### src/rtl/alu_rmw_sequencer.sv
// Sequencer for 6502 read-modify-write memory instructions: read, dummy write,
// one ALU cycle, result write, then a done pulse that carries the N/Z/C update.
//
// state  | meaning
// IDLE   | waiting for start; an illegal op pulses err
// READ   | bus read of the operand at the latched address
// DWRITE | dummy write of the unmodified operand
// EXEC   | single ALU cycle; result and flags registered
// WRITE  | bus write of the result
// DONE   | done/flag_we pulse, then back to IDLE
module alu_rmw_sequencer #(
    parameter int         ADDR_WIDTH  = 16,
    parameter logic [3:0] ALU_OP_PASS = 4'hF
) (
    input  logic                  clk,
    input  logic                  rst_n,
    input  logic                  start,
    input  logic [2:0]            rmw_op,
    input  logic [ADDR_WIDTH-1:0] addr,
    input  logic                  carry_in,
    output logic                  busy,
    output logic                  done,
    output logic                  err,
    output logic                  mem_req,
    output logic                  mem_we,
    output logic [ADDR_WIDTH-1:0] mem_addr,
    output logic [7:0]            mem_wdata,
    input  logic [7:0]            mem_rdata,
    input  logic                  mem_ready,
    output logic [7:0]            alu_a,
    output logic [7:0]            alu_b,
    output logic [3:0]            alu_op,
    output logic                  alu_carry_in,
    input  logic [8:0]            alu_f,
    input  logic                  alu_carry,
    input  logic                  alu_negative,
    input  logic                  alu_zero,
    output logic                  flag_we,
    output logic                  flag_n,
    output logic                  flag_z,
    output logic                  flag_c
);

    localparam logic [2:0] S_IDLE   = 3'd0;
    localparam logic [2:0] S_READ   = 3'd1;
    localparam logic [2:0] S_DWRITE = 3'd2;
    localparam logic [2:0] S_EXEC   = 3'd3;
    localparam logic [2:0] S_WRITE  = 3'd4;
    localparam logic [2:0] S_DONE   = 3'd5;

    localparam logic [2:0] OP_INC = 3'd0;
    localparam logic [2:0] OP_DEC = 3'd1;
    localparam logic [2:0] OP_ASL = 3'd2;
    localparam logic [2:0] OP_LSR = 3'd3;
    localparam logic [2:0] OP_ROL = 3'd4;
    localparam logic [2:0] OP_ROR = 3'd5;

    logic [2:0]            state_q, state_d;
    logic [ADDR_WIDTH-1:0] addr_q, addr_d;
    logic [2:0]            op_q, op_d;
    logic                  carry_q, carry_d;
    logic [7:0]            operand_q, operand_d;
    logic [7:0]            result_q, result_d;
    logic [7:0]            alu_ab_q, alu_ab_d;
    logic                  fn_q, fn_d;
    logic                  fz_q, fz_d;
    logic                  fc_q, fc_d;
    logic                  err_q, err_d;
    logic [3:0]            exec_op;
    logic                  alu_f_unused;

    // Carry out of the ALU arrives on alu_carry; the ninth result bit is redundant.
    assign alu_f_unused = alu_f[8];

    always_comb begin
        exec_op = ALU_OP_PASS;
        case (op_q)
            OP_INC:  exec_op = 4'd5;
            OP_DEC:  exec_op = 4'd6;
            OP_ASL:  exec_op = 4'd9;
            OP_LSR:  exec_op = 4'd10;
            OP_ROL:  exec_op = 4'd8;
            OP_ROR:  exec_op = 4'd7;
            default: exec_op = ALU_OP_PASS;
        endcase
    end

    always_comb begin
        state_d   = state_q;
        addr_d    = addr_q;
        op_d      = op_q;
        carry_d   = carry_q;
        operand_d = operand_q;
        result_d  = result_q;
        alu_ab_d  = alu_ab_q;
        fn_d      = fn_q;
        fz_d      = fz_q;
        fc_d      = fc_q;
        err_d     = 1'b0;
        case (state_q)
            S_IDLE: begin
                if (start) begin
                    if (rmw_op <= OP_ROR) begin
                        addr_d  = addr;
                        op_d    = rmw_op;
                        carry_d = carry_in;
                        state_d = S_READ;
                    end else begin
                        err_d = 1'b1;
                    end
                end
            end
            S_READ: begin
                if (mem_ready) begin
                    operand_d = mem_rdata;
                    state_d   = S_DWRITE;
                end
            end
            S_DWRITE: begin
                if (mem_ready) begin
                    alu_ab_d = operand_q;
                    state_d  = S_EXEC;
                end
            end
            S_EXEC: begin
                result_d = alu_f[7:0];
                fn_d     = alu_negative;
                fz_d     = alu_zero;
                // INC/DEC do not touch C on a 6502.
                fc_d     = (op_q == OP_INC || op_q == OP_DEC) ? carry_q : alu_carry;
                state_d  = S_WRITE;
            end
            S_WRITE: begin
                if (mem_ready) begin
                    state_d = S_DONE;
                end
            end
            S_DONE:  state_d = S_IDLE;
            default: state_d = S_IDLE;
        endcase
    end

    always_ff @(posedge clk or negedge rst_n) begin
        if (!rst_n) begin
            state_q   <= S_IDLE;
            addr_q    <= '0;
            op_q      <= '0;
            carry_q   <= 1'b0;
            operand_q <= '0;
            result_q  <= '0;
            alu_ab_q  <= '0;
            fn_q      <= 1'b0;
            fz_q      <= 1'b0;
            fc_q      <= 1'b0;
            err_q     <= 1'b0;
        end else begin
            state_q   <= state_d;
            addr_q    <= addr_d;
            op_q      <= op_d;
            carry_q   <= carry_d;
            operand_q <= operand_d;
            result_q  <= result_d;
            alu_ab_q  <= alu_ab_d;
            fn_q      <= fn_d;
            fz_q      <= fz_d;
            fc_q      <= fc_d;
            err_q     <= err_d;
        end
    end

    assign busy         = (state_q != S_IDLE);
    assign done         = (state_q == S_DONE);
    assign flag_we      = (state_q == S_DONE);
    assign err          = err_q;
    assign mem_req      = (state_q == S_READ) || (state_q == S_DWRITE) || (state_q == S_WRITE);
    assign mem_we       = (state_q == S_DWRITE) || (state_q == S_WRITE);
    assign mem_addr     = addr_q;
    assign mem_wdata    = (state_q == S_WRITE) ? result_q : operand_q;
    assign alu_a        = alu_ab_q;
    assign alu_b        = alu_ab_q;
    assign alu_op       = (state_q == S_EXEC) ? exec_op : ALU_OP_PASS;
    assign alu_carry_in = (state_q == S_EXEC) && carry_q;
    assign flag_n       = fn_q;
    assign flag_z       = fz_q;
    assign flag_c       = fc_q;

endmodule

### config.mk
export PLATFORM = sky130hd
export DESIGN_NAME = alu_rmw_sequencer
export DESIGN_NICKNAME = d
export VERILOG_FILES = /design/src/rtl/alu_rmw_sequencer.sv
export SDC_FILE = /design/constraint.sdc
export NUM_CORES = 1
export LEC_CHECK = 0
export CAP_MARGIN = 5
export CORE_ASPECT_RATIO = 1.25
export CORE_UTILIZATION = 38
export DETAILED_ROUTE_END_ITERATION = 12
export PLACE_DENSITY = 0.76
export SETUP_SLACK_MARGIN = 0.02
export SYNTH_ARGS = -nofsm -noshare
export SYNTH_HDL_FRONTEND = slang
export SYNTH_SLANG_ARGS = --single-unit
### constraint.sdc
create_clock -name clk -period 1.9 [get_ports clk]
set_clock_uncertainty 0.05 [all_clocks]
set_input_delay 0.475 -clock clk [delete_from_list [all_inputs] [get_ports clk]]
set_output_delay 0.475 -clock clk [all_outputs]
set_load 0.005 [all_outputs]
# Word-level counts from Yosys, hierarchy flattened
# Cells that the tools add are included.
[classes]
order_cmp = 1
n_eq_ne = 15
mux = 13
reduce_logical = 12
[ops]
columns = ["operator", "count"]
rows = [
  ["$pmux W4 S6", 1],
  ["$mux W3", 5],
  ["$pmux W3 S5", 1],
  ["$eq A3 B2 Y1 const B", 4],
  ["$eq A3 B3 Y1 const B", 4],
  ["$ne A2 B2 Y1 const B", 5],
  ["$mux W8", 1],
  ["$eq A3 B1 Y1 const B", 2],
  ["$logic_not A3 Y1", 2],
  ["$reduce_and A5 Y1", 1],
  ["$logic_or A1 B1 Y1", 4],
  ["$mux W1", 4],
  ["$mux W4", 1],
  ["$reduce_and A2 Y1", 2],
  ["$le A3 B3 Y1 const B", 1],
  ["$reduce_and A3 Y1", 1],
  ["$reduce_bool A3 Y1", 1],
  ["$logic_and A1 B1 Y1", 1],
]
[word_totals]
regBits = 51
out_inout_bits = 54
wordCells = 52

# Longest topological paths before layout
[logic_depth]
ltp_word = 4
ltp_mapped = 6
depth_no_buf = 3

# Worst setup path before layout
# OpenSTA, ideal clock, no wires.
[synth_path]
path_kind = "register to output"
startpoint = "reg state_q[2]"
endpoint = "out mem_wdata[0]"
arrival_ns = 1.497
required_time_ns = 1.375
path_slack_ns = -0.122
path_stages_with_launch = 4
cell_sequence = "dfrtp_1 > clkbuf_1 > nor3b_2 > mux2_2"
[synth_via]
elab_chain_len = 2
[synth_lines]
columns = ["item", "line_no", "rtl"]
rows = [
  ["start: declaration", "58", "logic [2:0] state_q, state_d;"],
  ["start signal: assignment", "157", "state_q <= state_d;"],
  ["$eq A3 B3 Y1", "178", "assign mem_wdata = (state_q == S_WRITE) ? result_q : operand_q;"],
  ["$mux W8", "178", ""],
  ["end: declaration", "27", "output logic [7:0] mem_wdata,"],
]
# Every way passes these cells.

# Final worst setup path
[layout_path]
startpoint = "reg state_q[0]"
endpoint = "out mem_wdata[0]"
# The elaborated chain is that of the path after synthesis.

==> impl_metrics.py <==
metrics = {
    "die": {
        "boundaryPins": 98,
        "fp.dieW_microns": 71.54,
        "design.die.area_sq_um": 6362,
        "initial_core_util_pct": 39.48,
        "std_cell_rows": 31,
        "core_sq_um": 5818,
        "die_h_microns": 88.93,
    },
    "run_status": {
        "failed_checks": "setup timing",
        "status": "finished, violations left",
    },
    "detailed_routing": {
        "wl_mm": 5.442,
        "post_drt_wl_per_cell_microns": 15.29,
        "detail_route.vias_per_cell": 4.817,
        "ant_nets": 0,
        "detail_route.iter0.violations": 42,
        "drc_errors": 0,
        "dr.pass1.iters": 6,
        "vias": 1715,
    },
    "yosys": {
        "ys.flop_type": "dfrtp_1",
        "ys_seq_area_share_pct": 55.56,
        "synthDistinctLibCells": 29,
        "netlist_area_sq_um": 2297,
        "synth_top_area_share_pct": 55.56,
        "synthCells": 165,
        "synth-edff-count": 0,
        "async_flop_share_pct": 100.0,
        "synth_fp_nets": 209,
        "synthTopCellsByArea": "dfrtp_1 56%, mux2_2 21%, mux2_4 6.5%",
        "avgSynthCellArea_sq_um": 13.92,
        "ys_warn_count": 0,
        "yosys.area.top_type": "dfrtp_1",
        "ys_ff_latch": 51,
    },
    "global_route": {
        "overflow": 0,
        "grt_pass1_wl_mm": 8.542,
        "track_usage_pct": 17.66,
        "grt_max_degree": 52,
        "antenna_found_initial": 0,
        "grt_pass1_vias": 1748,
    },
    "finish": {
        "fin_nets": 333,
        "register_area_sq_um": 1276,
        "drive_above_1_share_pct": 44.14,
        "final_cell_mix": "77 x clkdlybuf4s50_1, 51 x dfrtp_1, 35 x mux2_2",
        "layout_commonest_cell": "clkdlybuf4s50_1",
        "syn2layout_area_growth_pct": 63.13,
        "diodes": 0,
        "multi_input_area_sq_um": 1039,
        "final-instance-count-excl-fill": 356,
        "n_fill_cell": 467,
    },
    "power_and_ir_drop": {
        "peakVddDrop_mv": 0.7747,
        "power.internal_mw": 4.265,
        "switching_share_pct": 29.42,
        "p_per_area_nw_per_um2": 1613,
        "p_leak_nw": 1.692,
        "clkPwrFrac_pct": 12.5,
        "power_frac_comb_pct": 54.1,
        "seq_power_share_pct": 33.4,
        "switchingPower_mw": 1.778,
    },
    "hold_path": {
        "hold_path_class": "in2async",
    },
    "setup_path": {
        "worstSetupEndpointType": "primary output",
        "crit_path_start_kind": "flop",
        "crit_required_ns": 1.37,
        "cp.arrival_ns": 1.63,
        "critical_path.max_fanout": 5,
        "path_class": "reg2out",
    },
    "placement": {
        "hpwl_mm": 3.491,
        "port_buffers": 96,
        "dp_cells": 326,
        "gp_congestion": 0.7431,
        "place_ws_ns": -0.4236,
    },
    "sta": {
        "hold_ws_ns": 0.09034,
        "setup_slack_ns": -0.2594,
        "finalCritPeriodShare_pct": 113.7,
        "report.final.slew_viol_count": 0,
        "setup_viol": 34,
        "finalSetupTns_ns": -3.556,
        "rsz0062_at_grt": "yes",
        "tightest_slew_ns": 0.4945,
        "hold_viol": 0,
        "fin_crit_ns": 2.159,
        "fmax_mhz": 463.1,
        "relSlewSlack_pct": 66.95,
    },
    "clocking": {
        "cts_root_buffer": "clkbuf_8",
        "cts.path.max_buffers": 2,
        "holdBufCountCts": 0,
        "cts.sinks": 51,
        "numCtsBuffers": 5,
        "cts-htree-levels": 2,
        "clock_latency_ns": 0.29,
        "cts_tree": "done",
        "path_clk_slew_ns": 0.09,
    },
    "flow_run": {
        "drv_cap": 0,
    },
}
## synthesized netlist by cell type (2+ instances only)
| cell type | number |
|---|---|
| a21o_1 | 2 |
| clkbuf_1 | 4 |
| mux2_2 | 42 |
| xnor2_1 | 2 |
| mux2_4 | 10 |
| o21ai_0 | 2 |
| buf_4 | 9 |
| o21bai_1 | 2 |
| dfrtp_1 | 51 |
| nand2b_1 | 3 |
| nand2_1 | 4 |
| a211o_1 | 2 |
| nor2_1 | 11 |
| inv_1 | 4 |
| o22a_1 | 2 |
| nand3b_1 | 2 |
## power groups by stage
stage               clock network, mW  registers, mW  logic [mW]
floorplan                           0           1.95        1.44
global placement                    0           1.98        2.75
detailed placement                  0           2.01        2.80
CTS                             0.789           2.00        3.11
global route                    0.835           2.09        3.51
finish                          0.758           2.02        3.27
## per-layer routing
layer	track usage, %	share of wire, %	wire length, microns	vias up
met3	3.720	4.4	239	5
met5	0	0	0	-
met4	4.278	0.97	53	0
met2	31.77	54	2927	55
li1	-	-	-	809
met1	21.90	41	2221	846
## cell type report
type                            count  area share, %
Clock buffer                        5          1.836
Clock inverter                      3          1.235
Timing Repair Buffer              130          32.55
Sequential cell                    51          34.06
Multi-Input combinational cell     97          27.71
Inverter                            4         0.4007
Tap cell                           66          2.204
## registers in the layout (all words and copies together) (netlist names)
| signal | count |
|---|---|
| state_q | 3 |
| mem_addr | 16 |
| err | 1 |
| flag_n | 1 |
| flag_z | 1 |
| flag_c | 1 |
| result_q | 8 |
| carry_q | 1 |
| alu_a | 8 |
| op_q | 3 |
| operand_q | 8 |
## repair_timing
item / 4_1_cts / 5_1_grt
resized for setup: 100 / 12
pin swaps: 6 / 8
setup endpoints to repair: 36 / 38
gates cloned: 3 / 0
hold endpoints to repair: 0 / 0
setup buffers: 15 / 6
## worst paths after layout
check / depth (start not counted) / startpoint / slack (ns) / endpoint
max reg2reg: 5 / state_q[0]$_DFFE_PN0P_ / -0.11 / mem_addr[1]$_DFFE_PN0P_
max in group asynchronous: 2 / rst_n / 1.47 / mem_addr[15]$_DFFE_PN0P_
min in group clk: 1 / result_q[1]$_DFFE_PN0P_ / 0.46 / result_q[1]$_DFFE_PN0P_
max: 5 / state_q[0]$_DFFE_PN0P_ / -0.26 / mem_wdata[0]
min reg2reg: 1 / result_q[1]$_DFFE_PN0P_ / 0.46 / result_q[1]$_DFFE_PN0P_
min: 2 / rst_n / 0.09 / state_q[0]$_DFFE_PN0P_
## logic make-up (layout without fill, tap and decap cells)
family,count (synthesis),in the layout,share of synthesized area (%)
xor+xnor,2,2,0.7627
buf+inv,20,142,5.609
compound gates,13,13,4.139
flops,51,51,55.56
simple gates,26,29,6.373
mux,53,53,27.56
## critical path, stage by stage (launching register included)
cell	delay (ns)
dfrtp_1	0.44
nor3b_4	0.22
buf_6	0.15
buf_6	0.10
mux2_4	0.30
buf_6	0.11
## stage by stage
stage / utilization [%] / area, sq um / total power [mW]
final: 64.41 / 3747 / 6.043
after global routing: 64.41 / 3747 / 6.439
after CTS: 62.58 / 3641 / 5.905
after detailed placement: 57.63 / 3353 / 4.808
after global placement: 57.63 / 3353 / 4.730
after floorplan: - / 2308 / 3.386
No activity file was read; power rests on OpenSTA's default activity.
==> RTL edit 1: new RTL, same flow settings <==
The parameter `ADDR_WIDTH` goes from 16 to 15.
--- a/src/rtl/alu_rmw_sequencer.sv
+++ b/src/rtl/alu_rmw_sequencer.sv
@@ -11,3 +11,3 @@
 module alu_rmw_sequencer #(
-    parameter int         ADDR_WIDTH  = 16,
+    parameter int         ADDR_WIDTH  = 15,
     parameter logic [3:0] ALU_OP_PASS = 4'hF
Ports: changed (resized addr and mem_addr); port bits go from 98 to 96. No check against the original RTL was run, so the function may have changed too.
==> RTL edit 1 against the unedited design <==
- synthesized cell count down 0.61%
- setup slack better by 0.075 ns
- final area down 3.4%
- the run ends with DRC, setup timing left
- sequential cell count down 1
- largest cell class unchanged
- area after synthesis down 1.3%
- routed wire length down 7.6%
- total power down 1.9%
- clock power up 15%
==> RTL edit 1: results (changes against the unedited design) <==
- The run finished, with violations left.
- The final reports fail on DRC, setup timing.
- The number of input and output port buffers inserted was 94 (-2.1%).
- The post-synth net total was 207 (-0.96%).
- The placer's final routability congestion estimate is 0.690 (-7.1%).
- The total setup buffers inserted after CTS came to 11 (-4).
- The data arrival time of the critical path is 1.56 ns (-0.07 ns).
- The share of post-route cells with drive strength above 1 is 41.3% (-2.8 points).
- The first-pass iteration count of the detailed router was 9 (+3).
- The DRC violation total after the first TritonRoute iteration is 68 (+62%).
- The final count of negative-setup-slack endpoints is 31 (-8.8%).
- The reg-to-reg critical path startpoint is state_q[1]$_DFFE_PN0P_.
- The number of nets in the finished design is 318 (-4.5%).
- The fill cell instance count of the final layout is 471 (+0.86%).
- For the worst-skew pair, the clock arrives at the later sink with an insertion delay of 0.30 ns.
- The half-perimeter wire length after detailed placement was 3.20 mm (-8.2%).
- The number of different library cells in the post-synthesis netlist came to 29 (unchanged).
- The post-route DRC violation count was 7 (+7).
- The post-layout worst setup margin is -0.184 ns (+0.0752 ns).
- The routed length per placed instance came to 14.7 um (-3.8%).
- The number of global-route vias before repair was 1650 (-5.6%).
- After synthesis, the most frequently instantiated cells are dfrtp_1 (50), mux2_2 (41), mux2_4 (10), nor2_1 (10), buf_4 (9).
- The via count normalized by instance count is 4.89 (+1.5%).
- The maximum number of pins on one net before global-route repair is 51 (-1.9%).
- For this design, the slowest cell found on the critical path is dfrtp_1.
- The sequential fraction of the synthesis area is 55.2% (-0.40 points).
- The largest voltage drop on the vdd net is 0.000794 V (+2.5%).
- The top fanout value on the critical path is 5 (unchanged).
- The global-route wire length before repair is 8.16 mm (-4.4%).
- The number of flip-flops in the largest register is 15 (-1).
- The maximum single-stage delay on the critical path is 0.42 ns (-0.02 ns).
- The sum of negative setup slack was -2.79 ns (+0.767 ns).
- The overall routing resource usage is 17.1% (-0.56 points).
- The leakage power figure is 1.64 nW (-3.1%).
- The count of cells resized by post-cts repair is 97 (-3.0%).
RTL edit 1: cell types whose count changed after synthesis, sizes merged, moves of 2 or more:
cell    before  now
nor2b        1    4
buf         12   15
nand2b       4    1
a21o         2    0
RTL edit 1: worst register-to-register path: cells and delay by family (launching register included):
kind / cells / cell delay [ns]
and+or+nand+nor: 2 / 0.80
buffers and inverters: 2 / 0.26
muxes: 1 / 0.32
DFF: 1 / 0.42
RTL edit 1: area by class of cell:
| cell class | instances | area (um2) | area share, % |
|---|---|---|---|
| Inverter | 3 | 11.3 | 0.311 |
| Tap cell | 66 | 82.6 | 2.28 |
| Sequential cell | 50 | 1250 | 34.6 |
| Clock buffer | 5 | 68.8 | 1.90 |
| Clock inverter | 3 | 68.8 | 1.90 |
| Multi-Input combinational cell | 95 | 983 | 27.2 |
| Timing Repair Buffer | 120 | 1150 | 31.9 |
RTL edit 1: path summary, 6_finish.rpt:
path / depth (start not counted) / endpoint / slack [ns]
min in group clk: 1 / mem_addr[11]$_DFFE_PN0P_ / 0.46
setup reg to reg: 5 / mem_addr[2]$_DFFE_PN0P_ / -0.08
max in group asynchronous: 2 / operand_q[7]$_DFFE_PN0P_ / 1.47
hold / removal: 2 / result_q[5]$_DFFE_PN0P_ / 0.10
setup / recovery: 4 / mem_wdata[4] / -0.18
hold reg to reg: 1 / mem_addr[11]$_DFFE_PN0P_ / 0.46
RTL edit 1: logic make-up after synthesis:
| family | after synthesis | share of synthesized area (%) |
|---|---|---|
| XOR/XNOR | 2 | 0.772 |
| AO/OA/AOI/OAI | 12 | 3.75 |
| multiplexers | 52 | 27.4 |
| flip-flops | 50 | 55.2 |
| AND/OR/NAND/NOR | 27 | 7.06 |
| buffers and inverters | 21 | 5.85 |
RTL edit 1: power by group:
group          internal, mW  leakage, nW  total [mW]  switching (mW)
clock                 0.527       0.0683       0.869           0.342
sequential             1.60        0.597        1.97           0.366
combinational          2.13        0.974        3.09           0.957
RTL edit 1: layer usage:
layer / track usage (%) / wire [um] / vias up / part of all wire (%)
met1: 21.1 / 2070 / 817 / 41
met3: 5.24 / 350 / 5 / 7.0
met2: 29.2 / 2560 / 65 / 51
li1: - / - / 786 / -
met4: 4.73 / 51 / 0 / 1.0
met5: 0 / 0 / - / 0
RTL edit 1: through the flow:
stage | utilization [%] | power (mW) | worst slack, ns | area (um2) | instances
2_1_floorplan | - | 3.33 | 0.00294 | 2280 | 164
3_3_place_gp | 57.7 | 4.68 | -0.321 | 3340 | 322
3_5_place_dp | 57.7 | 4.74 | -0.334 | 3340 | 322
4_1_cts | 62.4 | 5.93 | -0.272 | 3610 | 343
5_1_grt | 62.7 | 6.32 | -0.267 | 3620 | 342
6_report | 62.7 | 5.92 | -0.184 | 3620 | 342
==> RTL edit 2: new RTL, config.mk and constraints unchanged <==
Made on the original files. Remove the register `err_q`: a continuous assignment takes its place, so the output `err` follows one clock earlier.
--- a/src/rtl/alu_rmw_sequencer.sv
+++ b/src/rtl/alu_rmw_sequencer.sv
@@ -154,3 +154,2 @@
             fc_q      <= 1'b0;
-            err_q     <= 1'b0;
         end else begin
@@ -166,5 +165,6 @@
             fc_q      <= fc_d;
-            err_q     <= err_d;
         end
     end
+
+    assign err_q = err_d;
 
Check against the original RTL: not equivalent (Yosys sat finds a counterexample within 4 cycles, from zero or initial values and one cycle with rst_n low).
==> RTL edit 2 against the unedited design <==
- the run ends with DRC, setup timing left
- setup slack got worse by 0.012 ns
- final area fell by 1.7%
- area after synthesis fell by 1.1%
- total power fell by 3.3%
- first-iteration DRC count rose to 2.6 times the old value
- routed wire length fell by 3.8%
- die area fell by 1.1%
- sequential cell count fell by 1
- fmax fell by 0.54%
- highest routed layer unchanged
==> RTL edit 2: results (changes against the unedited design) <==
- The run finished, with violations left.
- The checks that failed: DRC, setup timing.
- The internal reg-to-reg setup slack is -0.04 ns (+0.07 ns).
- Tracing the worst setup path back leads to its startpoint at state_q[1]$_DFFE_PN0P_.
- The placer's final routability congestion estimate is 0.712 (-4.2%).
- The leakage power figure was 1.68 nW (-0.73%).
- The number of flip-flops in the largest register is 16 (unchanged).
- The post-synth net total is 208 (-0.48%).
- For this design, the slowest cell found on the critical path is dfrtp_2.
- The final count of negative-setup-slack endpoints is 26 (-24%).
- The half-perimeter wire length after detailed placement came to 3.49 mm (about the same).
- Yosys instantiated no cell more often than dfrtp_1.
- The root buffer selected by CTS is clkbuf_8.
- The share of synthesized area spent on multiplexers is 27.9% (+0.30 points).
- The transition at the pin with the smallest max-transition slack was 0.597 ns (+0.102 ns).
- The first-pass iteration count of the detailed router was 9 (+3).
- The post-placement cell area is 3350 um2 (about the same).
- The share of the synthesized netlist area taken by xor and xnor gates is 0.771% (+0.0084 points).
- Sorting the synthesized cells by how often they occur yields dfrtp_1 (50), mux2_2 (42), nor2_1 (11).
- The number of nets in the finished design was 332 (-0.30%).
- The worst min-delay path category is input port to async pin.
- The number of different library cells in the post-synthesis netlist is 29 (unchanged).
- The routed length per placed instance is 14.7 um (-3.6%).
- The DRC violation total after the first TritonRoute iteration is 108 (+160%).
- The sum of negative setup slack is -3.40 ns (+0.153 ns).
- The endpoint of the worst register-to-register path is mem_addr[1]$_DFFE_PN0P_.
- The overall routing resource usage is 17.6% (-0.11 points).
- The end point of the critical path is mem_wdata[7].
- The largest voltage drop on the vdd net came to 0.000678 V (-12%).
- The post-layout worst setup margin is -0.271 ns (-0.0118 ns).
- The maximum number of pins on one net before global-route repair was 27 (-48%).
- The post-synthesis compound-gate area fraction is 4.19% (+0.046 points).
- The global-route wire length before repair is 8.38 mm (-1.9%).
- The cell count of the worst reg-to-reg path is 5 (unchanged).
- The sequential fraction of the synthesis area is 55.1% (-0.49 points).
- The post-route DRC violation count is 7 (+7).
- The predominant post-synthesis flop cell is dfrtp_1.
- By area the synthesized netlist is led by dfrtp_1 (55%), mux2_2 (21%), mux2_4 (6.6%), buf_4 (3.0%), nor2_1 (1.8%).
- The data arrival time of the critical path is 1.65 ns (+0.02 ns).
- The worst-case clock buffer depth is 2 (unchanged).
- The final-layout worst hold slack came to 0.115 ns (+0.0243 ns).
- The total number of vias is 1732 (+0.99%).
- The number of global-route vias before repair was 1774 (+1.5%).
- The share of post-route cells with drive strength above 1 is 44.3% (+0.15 points).
==> RTL edit 2: logic make-up (layout without fill, tap and decap cells) <==
kind of cell / Yosys count / after routing
AOI/OAI and AO/OA: 13 / 13
xor gates and xnor gates: 2 / 2
and+or+nand+nor: 26 / 29
buffers and inverters: 20 / 142
DFF: 50 / 50
muxes: 53 / 53
==> RTL edit 2: report_power, final <==
part	total [mW]	switching (mW)	internal, mW
Sequential	1.99	0.377	1.62
Combinational	3.18	0.968	2.21
Clock	0.676	0.342	0.334
==> RTL edit 2: worst max-delay path, delay by kind of cell, from the launching register on <==
| kind | cells | cell delay, ns |
|---|---|---|
| flops | 1 | 0.45 |
| mux | 1 | 0.29 |
| buf+inv | 3 | 0.38 |
| simple gates | 1 | 0.24 |
==> RTL edit 2: repair_timing <==
item / in CTS / in global routing
pin swaps: 9 / 5
resized for setup: 116 / 4
setup buffers: 15 / 2
setup endpoints to repair: 37 / 37
gates cloned: 3 / 0
==> RTL edit 2: area by class of cell <==
type,count,area (um2)
fillers,440,2100
multi-input cells,97,997
clock buffers,7,96.3
inverters,4,15.0
well taps,66,82.6
repair buffers,130,1230
clock inverters,1,8.76
flip-flops and latches,50,1250
==> RTL edit 2: per-layer routing <==
metal	GRT usage [%]	up-vias	part of all wire, %
met5	0	-	0
met3	4.90	7	6.0
met2	32.2	60	55
met1	19.9	853	38
li1	-	812	-
met4	5.27	0	1.2
==> RTL edit 2: metrics by stage <==
stage                     util (%)  setup WS, ns  total power [mW]  instances
after floorplan                  -       0.00250              3.36        164
after global placement        58.0        -0.644              4.72        328
after detailed placement      58.0        -0.651              4.79        328
after CTS                     63.4        -0.281              5.85        354
after global routing          63.7        -0.339              6.23        355
final                         63.7        -0.271              5.84        355
